--- src/rtl/c2h_stream_packer_if.sv ---
`default_nettype none
// ============================================================================
// Module   : c2h_stream_packer_if
// Purpose  : AXI4-Stream bundle between the C2H packer and the PCIe C2H
//            channel 0 sink.
// Signals  : tvalid/tdata/tkeep/tlast driven by the master, tready by the
//            slave.
// Revision : 1.0 - initial release
// ============================================================================
interface c2h_stream_packer_if #(
    parameter int DATA_W = 128
);
    logic                  tvalid;
    logic                  tready;
    logic [DATA_W-1:0]     tdata;
    logic [DATA_W/8-1:0]   tkeep;
    logic                  tlast;

    modport master (
        output tvalid,
        output tdata,
        output tkeep,
        output tlast,
        input  tready
    );

    modport slave (
        input  tvalid,
        input  tdata,
        input  tkeep,
        input  tlast,
        output tready
    );
endinterface
`default_nettype wire

--- src/rtl/c2h_stream_packer.sv ---
`default_nettype none
// ============================================================================
// Module   : c2h_stream_packer
// Purpose  : Buffers single-cycle pcie_valid/pcie_data words (no
//            backpressure) in a show-ahead FIFO and replays them as an
//            AXI4-Stream master with tlast framing every PKT_BEATS beats,
//            a flush/pad sequence on stop, and sticky overflow reporting.
// Ports    : user_clk, user_resetn (async, active-low)
//            c2h_run, pcie_start, pcie_stop   - session control
//            pcie_valid, pcie_data            - input word strobe/data
//            m_axis (master modport)          - output stream
//            fifo_overflow, pkt_cnt, busy     - status
// Revision : 1.0 - initial release
// ============================================================================
module c2h_stream_packer #(
    parameter int DATA_W     = 128,
    parameter int FIFO_DEPTH = 16,
    parameter int PKT_BEATS  = 256
) (
    input  logic                   user_clk,
    input  logic                   user_resetn,
    input  logic                   c2h_run,
    input  logic                   pcie_start,
    input  logic                   pcie_stop,
    input  logic                   pcie_valid,
    input  logic [DATA_W-1:0]      pcie_data,
    c2h_stream_packer_if.master    m_axis,
    output logic                   fifo_overflow,
    output logic [31:0]            pkt_cnt,
    output logic                   busy
);

    localparam int AW = $clog2(FIFO_DEPTH);
    localparam int CW = AW + 1;
    localparam int BW = $clog2(PKT_BEATS);

    localparam logic [CW-1:0] c_FULL_CNT  = CW'(FIFO_DEPTH);
    localparam logic [CW-1:0] c_ONE_CNT   = CW'(1);
    localparam logic [BW-1:0] c_LAST_BEAT = BW'(PKT_BEATS - 1);

    typedef enum logic [1:0] {
        IDLE  = 2'd0,
        RUN   = 2'd1,
        FLUSH = 2'd2,
        PAD   = 2'd3
    } state_t;

    state_t              r_state;
    state_t              w_state_nxt;

    logic [DATA_W-1:0]   r_mem [FIFO_DEPTH];
    logic [AW-1:0]       r_wr_ptr;
    logic [AW-1:0]       r_rd_ptr;
    logic [CW-1:0]       r_count;
    logic [BW-1:0]       r_beat;
    logic                r_overflow;
    logic [31:0]         r_pkt_cnt;

    logic                w_empty;
    logic                w_full;
    logic                w_tvalid;
    logic                w_tlast;
    logic [DATA_W-1:0]   w_tdata;
    logic                w_hs;
    logic                w_wr;
    logic                w_rd;
    logic                w_drop;
    logic                w_start;

    // Full/empty come from the registered count only, so a same-cycle read
    // never makes room for a write.
    assign w_empty = (r_count == '0);
    assign w_full  = (r_count == c_FULL_CNT);

    always_comb begin
        w_tvalid = 1'b0;
        case (r_state)
            RUN, FLUSH: w_tvalid = !w_empty;
            PAD:        w_tvalid = 1'b1;
            default:    w_tvalid = 1'b0;
        endcase
    end

    // All framing conditions are OR-ed so coincident causes give one tlast.
    assign w_tlast = w_tvalid && ((r_beat == c_LAST_BEAT) ||
                                  (r_state == FLUSH && r_count == c_ONE_CNT) ||
                                  (r_state == PAD));

    assign w_tdata = !w_tvalid        ? '0 :
                     (r_state == PAD) ? '1 : r_mem[r_rd_ptr];

    assign w_hs    = w_tvalid && m_axis.tready;
    assign w_rd    = w_hs && (r_state == RUN || r_state == FLUSH);
    assign w_wr    = pcie_valid && c2h_run && (r_state == RUN) && !w_full;
    assign w_drop  = pcie_valid && c2h_run && (r_state == RUN) && w_full;
    assign w_start = (r_state == IDLE) && pcie_start && c2h_run;

    // ------------------------------------------------------------------
    // State machine
    // ------------------------------------------------------------------
    always_ff @(posedge user_clk or negedge user_resetn) begin
        if (!user_resetn) begin
            r_state <= IDLE;
        end else begin
            r_state <= w_state_nxt;
        end
    end

    always_comb begin
        w_state_nxt = r_state;
        if (!c2h_run) begin
            w_state_nxt = IDLE;
        end else begin
            case (r_state)
                IDLE: begin
                    if (pcie_start) begin
                        w_state_nxt = RUN;
                    end
                end
                RUN: begin
                    if (pcie_stop) begin
                        w_state_nxt = FLUSH;
                    end
                end
                FLUSH: begin
                    if (w_empty) begin
                        w_state_nxt = (r_beat == '0) ? IDLE : PAD;
                    end else if (r_count == c_ONE_CNT && w_hs) begin
                        // The last entry carries tlast, so the beat counter
                        // is back at zero and no pad beat is needed.
                        w_state_nxt = IDLE;
                    end
                end
                PAD: begin
                    if (w_hs) begin
                        w_state_nxt = IDLE;
                    end
                end
                default: w_state_nxt = IDLE;
            endcase
        end
    end

    // ------------------------------------------------------------------
    // Show-ahead FIFO
    // ------------------------------------------------------------------
    always_ff @(posedge user_clk) begin
        if (w_wr) begin
            r_mem[r_wr_ptr] <= pcie_data;
        end
    end

    always_ff @(posedge user_clk or negedge user_resetn) begin
        if (!user_resetn) begin
            r_wr_ptr <= '0;
            r_rd_ptr <= '0;
            r_count  <= '0;
        end else if (!c2h_run) begin
            // Abort: buffered words are discarded without handshakes.
            r_wr_ptr <= '0;
            r_rd_ptr <= '0;
            r_count  <= '0;
        end else begin
            if (w_wr) begin
                r_wr_ptr <= r_wr_ptr + 1'b1;
            end
            if (w_rd) begin
                r_rd_ptr <= r_rd_ptr + 1'b1;
            end
            case ({w_wr, w_rd})
                2'b10:   r_count <= r_count + 1'b1;
                2'b01:   r_count <= r_count - 1'b1;
                default: r_count <= r_count;
            endcase
        end
    end

    // ------------------------------------------------------------------
    // Beat counter, packet counter, overflow flag
    // ------------------------------------------------------------------
    always_ff @(posedge user_clk or negedge user_resetn) begin
        if (!user_resetn) begin
            r_beat     <= '0;
            r_pkt_cnt  <= '0;
            r_overflow <= 1'b0;
        end else if (w_start) begin
            r_beat     <= '0;
            r_pkt_cnt  <= '0;
            r_overflow <= 1'b0;
        end else begin
            if (w_drop) begin
                r_overflow <= 1'b1;
            end
            if (w_hs) begin
                r_beat <= w_tlast ? '0 : r_beat + 1'b1;
            end
            if (w_hs && w_tlast) begin
                r_pkt_cnt <= r_pkt_cnt + 32'd1;
            end
        end
    end

    assign m_axis.tvalid = w_tvalid;
    assign m_axis.tdata  = w_tdata;
    assign m_axis.tlast  = w_tlast;
    assign m_axis.tkeep  = '1;
    assign fifo_overflow = r_overflow;
    assign pkt_cnt       = r_pkt_cnt;
    assign busy          = (r_state != IDLE);

endmodule
`default_nettype wire

--- src/flat_wrapper.sv ---
// flat-port wrapper written by rule: the top's interface ports become plain ports
module c2h_stream_packer_flat 
#(
    parameter int DATA_W     = 128,
    parameter int FIFO_DEPTH = 16,
    parameter int PKT_BEATS  = 256
)
  (user_clk, user_resetn, c2h_run, pcie_start, pcie_stop, pcie_valid, pcie_data, fifo_overflow, pkt_cnt, busy, m_axis_tvalid, m_axis_tdata, m_axis_tkeep, m_axis_tlast, m_axis_tready);
  c2h_stream_packer_if #(.DATA_W(DATA_W)) m_axis_i ();
  input  logic user_clk;
  input  logic user_resetn;
  input  logic c2h_run;
  input  logic pcie_start;
  input  logic pcie_stop;
  input  logic pcie_valid;
  input  logic [DATA_W-1:0] pcie_data;
  output logic fifo_overflow;
  output logic [31:0] pkt_cnt;
  output logic busy;
  output wire logic [$bits(m_axis_i.tvalid)-1:0] m_axis_tvalid;
  output wire logic [$bits(m_axis_i.tdata)-1:0] m_axis_tdata;
  output wire logic [$bits(m_axis_i.tkeep)-1:0] m_axis_tkeep;
  output wire logic [$bits(m_axis_i.tlast)-1:0] m_axis_tlast;
  input wire logic [$bits(m_axis_i.tready)-1:0] m_axis_tready;
  assign m_axis_tvalid = m_axis_i.tvalid;
  assign m_axis_tdata = m_axis_i.tdata;
  assign m_axis_tkeep = m_axis_i.tkeep;
  assign m_axis_tlast = m_axis_i.tlast;
  assign m_axis_i.tready = m_axis_tready;
  c2h_stream_packer #(.DATA_W(DATA_W), .FIFO_DEPTH(FIFO_DEPTH), .PKT_BEATS(PKT_BEATS)) u_core (.user_clk(user_clk), .user_resetn(user_resetn), .c2h_run(c2h_run), .pcie_start(pcie_start), .pcie_stop(pcie_stop), .pcie_valid(pcie_valid), .pcie_data(pcie_data), .m_axis(m_axis_i), .fifo_overflow(fifo_overflow), .pkt_cnt(pkt_cnt), .busy(busy));
endmodule
--- config.mk ---
export PLATFORM = sky130hd
export DESIGN_NAME = c2h_stream_packer_flat
export DESIGN_NICKNAME = d
export VERILOG_FILES = /design/src/rtl/c2h_stream_packer_if.sv /design/src/rtl/c2h_stream_packer.sv /design/src/flat_wrapper.sv
export SDC_FILE = /design/constraint.sdc
export NUM_CORES = 2
export LEC_CHECK = 0
export BUFFER_PORTS_ARGS = -buffer_cell sky130_fd_sc_hd__buf_2
export CORE_ASPECT_RATIO = 0.8
export CORE_MARGIN = 4
export CORE_UTILIZATION = 61
export CTS_BUF_LIST = sky130_fd_sc_hd__clkbuf_16
export DETAILED_ROUTE_END_ITERATION = 16
export HOLD_SLACK_MARGIN = 0.02
export PLACE_DENSITY = 0.87
export SKIP_LAST_GASP = 1
export SYNTH_ARGS = -nofsm -noshare
export SYNTH_HDL_FRONTEND = slang
export SYNTH_SLANG_ARGS = --single-unit
--- constraint.sdc ---
create_clock -name user_clk -period 6.6 [get_ports user_clk]
set_input_delay 0.66 -clock user_clk [delete_from_list [all_inputs] [get_ports user_clk]]
set_output_delay 0.66 -clock user_clk [all_outputs]
set_load 0.01 [all_outputs]
==> flow_summary.toml <==
[yosys]
syn_area_mm2 = 0.0816
synth_edf_count = 2048
ys_seq_elements = 2104
synth_commonest_cells = "edfxtp_1, mux4_2, mux2_2, nor2_1, o22ai_1"
synthAdderAreaFrac_pct = 0.261
ys_warn_count = 0
synth_cell_types = 62
synthFlopType = "edfxtp_1"
yosys.area.top_type_share_pct = 75.4
synthSimpleGateAreaFrac_pct = 1.75
synth_area_leaders = "edfxtp_1, mux4_2, mux2_2"
yosysMostFrequentCell = "edfxtp_1"
synth.avg_cell_area_um2 = 22.2
synth_compound_area_share_pct = 1.74
ys_async_sr_fraction_pct = 2.66
ys_seq_area_share_pct = 77.1
synth.largest_area_cell = "edfxtp_1"
synth_top_family_by_area = "multiplexers"
synth_mux_area_share_pct = 17.7
syn_inst = 3670
synthXorXnorAreaFrac_pct = 0.161

[sta]
skew_ns = 0.0287
clock.fmax_mhz = 212
rsz0062_at_grt = "false"
finalSetupViolCount = 0
fin_ws_ns = 1.88
tightest_slew_ns = 1.20
fin_crit_ns = 4.72
slew_headroom_pct = 19.8
hold_viol_final = 0
timing.final.crit_share_pct = 71.4
setup_tns_ns = 0
maxSlewViolCount = 0

[die]
die_w_um = 417
start_util_pct = 61.7
core-area_mm2 = 0.132
dieHeight_um = 335
row_count = 119
die-area_mm2 = 0.140
ioPinCount = 315

[setup_path]
required_ns = 5.94
crit_path_end_kind = "primary output"
critPathLaunch = "u_core.r_rd_ptr[0]$_DFFE_PN0P_"
worstReg2RegEnd = "u_core.r_mem[10][3]$_DFFE_PP_"
rrSetupSlack_ns = 2.38
reg2reg_depth = 8
arrival_ns = 4.06
regToRegStartpoint = "u_core.r_count[0]$_DFFE_PN0P_"
start_kind = "flop"
worstSetupPathType = "flop to primary output"
endpoint = "m_axis_tdata[42]"
cp_max_fo = 47

[cts]
cts_setup_buffers = 0
cts_buffers = 186
cts_tree = "built"
cts.path.max_buffers = 3
clk_pin_slew_ns = 0.07
clkLatencyLatePin_ns = 0.80
htreeDepth = 4
ctsRootBufferMaster = "clkbuf_16"
clock_sinks = 2104

[pwr]
powerDensity_mw_per_mm2 = 297
pwr-share-seq_pct = 54.7
internal-power_w = 0.0212
power_frac_clock_pct = 39.1
p_leak_nw = 28.7
power_frac_comb_pct = 6.2
p_sw_share_pct = 21.8
switchingPower_w = 0.00591
irDropWorstVdd_mv = 0.287

[place]
gp_congestion = 0.793
dpl_cell_area_mm2 = 0.0853
pre_cts_ws_ns = 2.38
portBuffers = 298
dp_hpwl_um = 98700

[route]
drtIter0Drc = 6012
viasPerCell = 6.91
via_count = 41100
final_antenna_net_count = 0
wirelength_um = 202000
dr.pass1.iters = 6
drc = 0
detail_route.wl_per_cell_um = 33.9

[layout]
drive_above_1_share_pct = 33.9
final_nets = 4173
synthToLayoutAreaGrowth_pct = 11.8
final_cell_area_mm2 = 0.0912

[global_route]
grt_pass1_wl_um = 296000
globalRouteOverflowTotal = 0
antenna_found_initial = 49
grt_usage_pct = 29.3
grt_pass1_vias = 42100
grt_max_degree = 115

[worst_hold_path]
hp-class = "primary input to flop"

[run_status]
status = "completed"

[run]
drv_cap = 0
cell type report:
cell class / instances / area, µm²
sequential: 2104 / 62900
fill: 7513 / 41000
multi-input combinational: 1343 / 17700
clock buffer: 191 / 4780
timing repair buffer: 366 / 2400
tap: 1754 / 2190
clock inverter: 142 / 1010
antenna: 31 / 77.6
inverter: 20 / 75.1
power groups by stage:
stage | Combinational, W | Sequential [W] | Clock (W)
final | 0.00168 | 0.0148 | 0.0106
after global routing | 0.00180 | 0.0148 | 0.0113
after CTS | 0.00169 | 0.0148 | 0.0106
after detailed placement | 0.00166 | 0.0151 | 0
after global placement | 0.00161 | 0.0151 | 0
after floorplan | 0.000998 | 0.0151 | 0
worst min path at each step:
stage	cells after the start	endpoint	start
5_1_grt	1	u_core.r_mem[15][119]$_DFFE_PP_	pcie_data[119]
3_3_place_gp	1	u_core.pkt_cnt[29]$_DFFE_PN0P_	u_core.pkt_cnt[29]$_DFFE_PN0P_
2_1_floorplan	0	u_core.fifo_overflow$_DFFE_PN0P_	user_resetn
3_5_place_dp	2	u_core.fifo_overflow$_DFFE_PN0P_	u_core.fifo_overflow$_DFFE_PN0P_
6_report	1	u_core.r_mem[8][74]$_DFFE_PP_	pcie_data[74]
4_1_cts	1	u_core.r_mem[8][74]$_DFFE_PP_	pcie_data[74]
critical path, stage by stage, from the launching register on:
cell and delay (ns):
dfrtp_4 0.97, buf_12 0.36, buf_12 0.39, mux4_2 0.59
mux2_2 0.30, o22ai_1 0.34, nor2_1 0.08, buf_2 0.17
timing repair:
item,4_1_cts,5_1_grt
hold endpoints to repair,56,0
hold buffers,1,0
gates resized for setup,0,0
metal layers:
layer | part of all wire (%) | wire length (µm) | track usage, %
met1 | 36 | 71800 | 38.9
met3 | 8.6 | 17300 | 4.77
met5 | 0.044 | 88 | 0
met4 | 3.9 | 7850 | 12.2
met2 | 52 | 105000 | 49.2
per-stage QoR:
| step | hold WS [ns] | power [W] | utilization, % | cells |
|---|---|---|---|---|
| 3_3_place_gp | 0.512 | 0.0167 | 64.5 | 5586 |
| 6_report | 0.223 | 0.0271 | 69.0 | 5951 |
| 5_1_grt | 0.214 | 0.0279 | 68.9 | 5939 |
| 3_5_place_dp | 0.528 | 0.0168 | 64.5 | 5586 |
| 4_1_cts | 0.152 | 0.0272 | 68.9 | 5920 |
| 2_1_floorplan | 0.364 | 0.0161 | - | 3685 |
state kept, by name, summed over array words and instances, names as in the netlist:
register,count
u_core.r_mem,2048
u_core.r_wr_ptr,4
u_core.r_count,5
u_core.r_beat,8
u_core.r_state,2
u_core.r_rd_ptr,4
u_core.pkt_cnt,32
u_core.fifo_overflow,1
cell families after synthesis:
family	Yosys count
flops	2104
mux	771
simple gates	303
buf+inv	238
compound gates	221
fa+ha+maj	17
xor+xnor	15
other cells	1
layout by cell type (no fill, tap or decap), types with 10 or more instances in the layout:
master / Yosys / final
edfxtp_1: 2048 / 2048
mux4_2: 512 / 512
buf_2: 60 / 298
mux2_2: 256 / 256
clkbuf_16: 0 / 191
nor2_1: 151 / 151
o22ai_1: 130 / 130
inv_1: 20 / 67
dfrtp_1: 56 / 53
nand2_1: 41 / 40
clkinv_1: 0 / 39
buf_4: 16 / 35
buf_12: 0 / 32
diode_2: 0 / 31
clkinv_2: 0 / 30
a21oi_1: 26 / 26
o21ai_0: 25 / 25
nand3_1: 19 / 19
or3_1: 18 / 18
ha_1: 17 / 17
conb_1: 1 / 16
bufinv_16: 0 / 14
and2_4: 0 / 12
xnor2_1: 12 / 12
nand4_1: 10 / 10
Note: power is estimated with default switching activity, not from simulation.
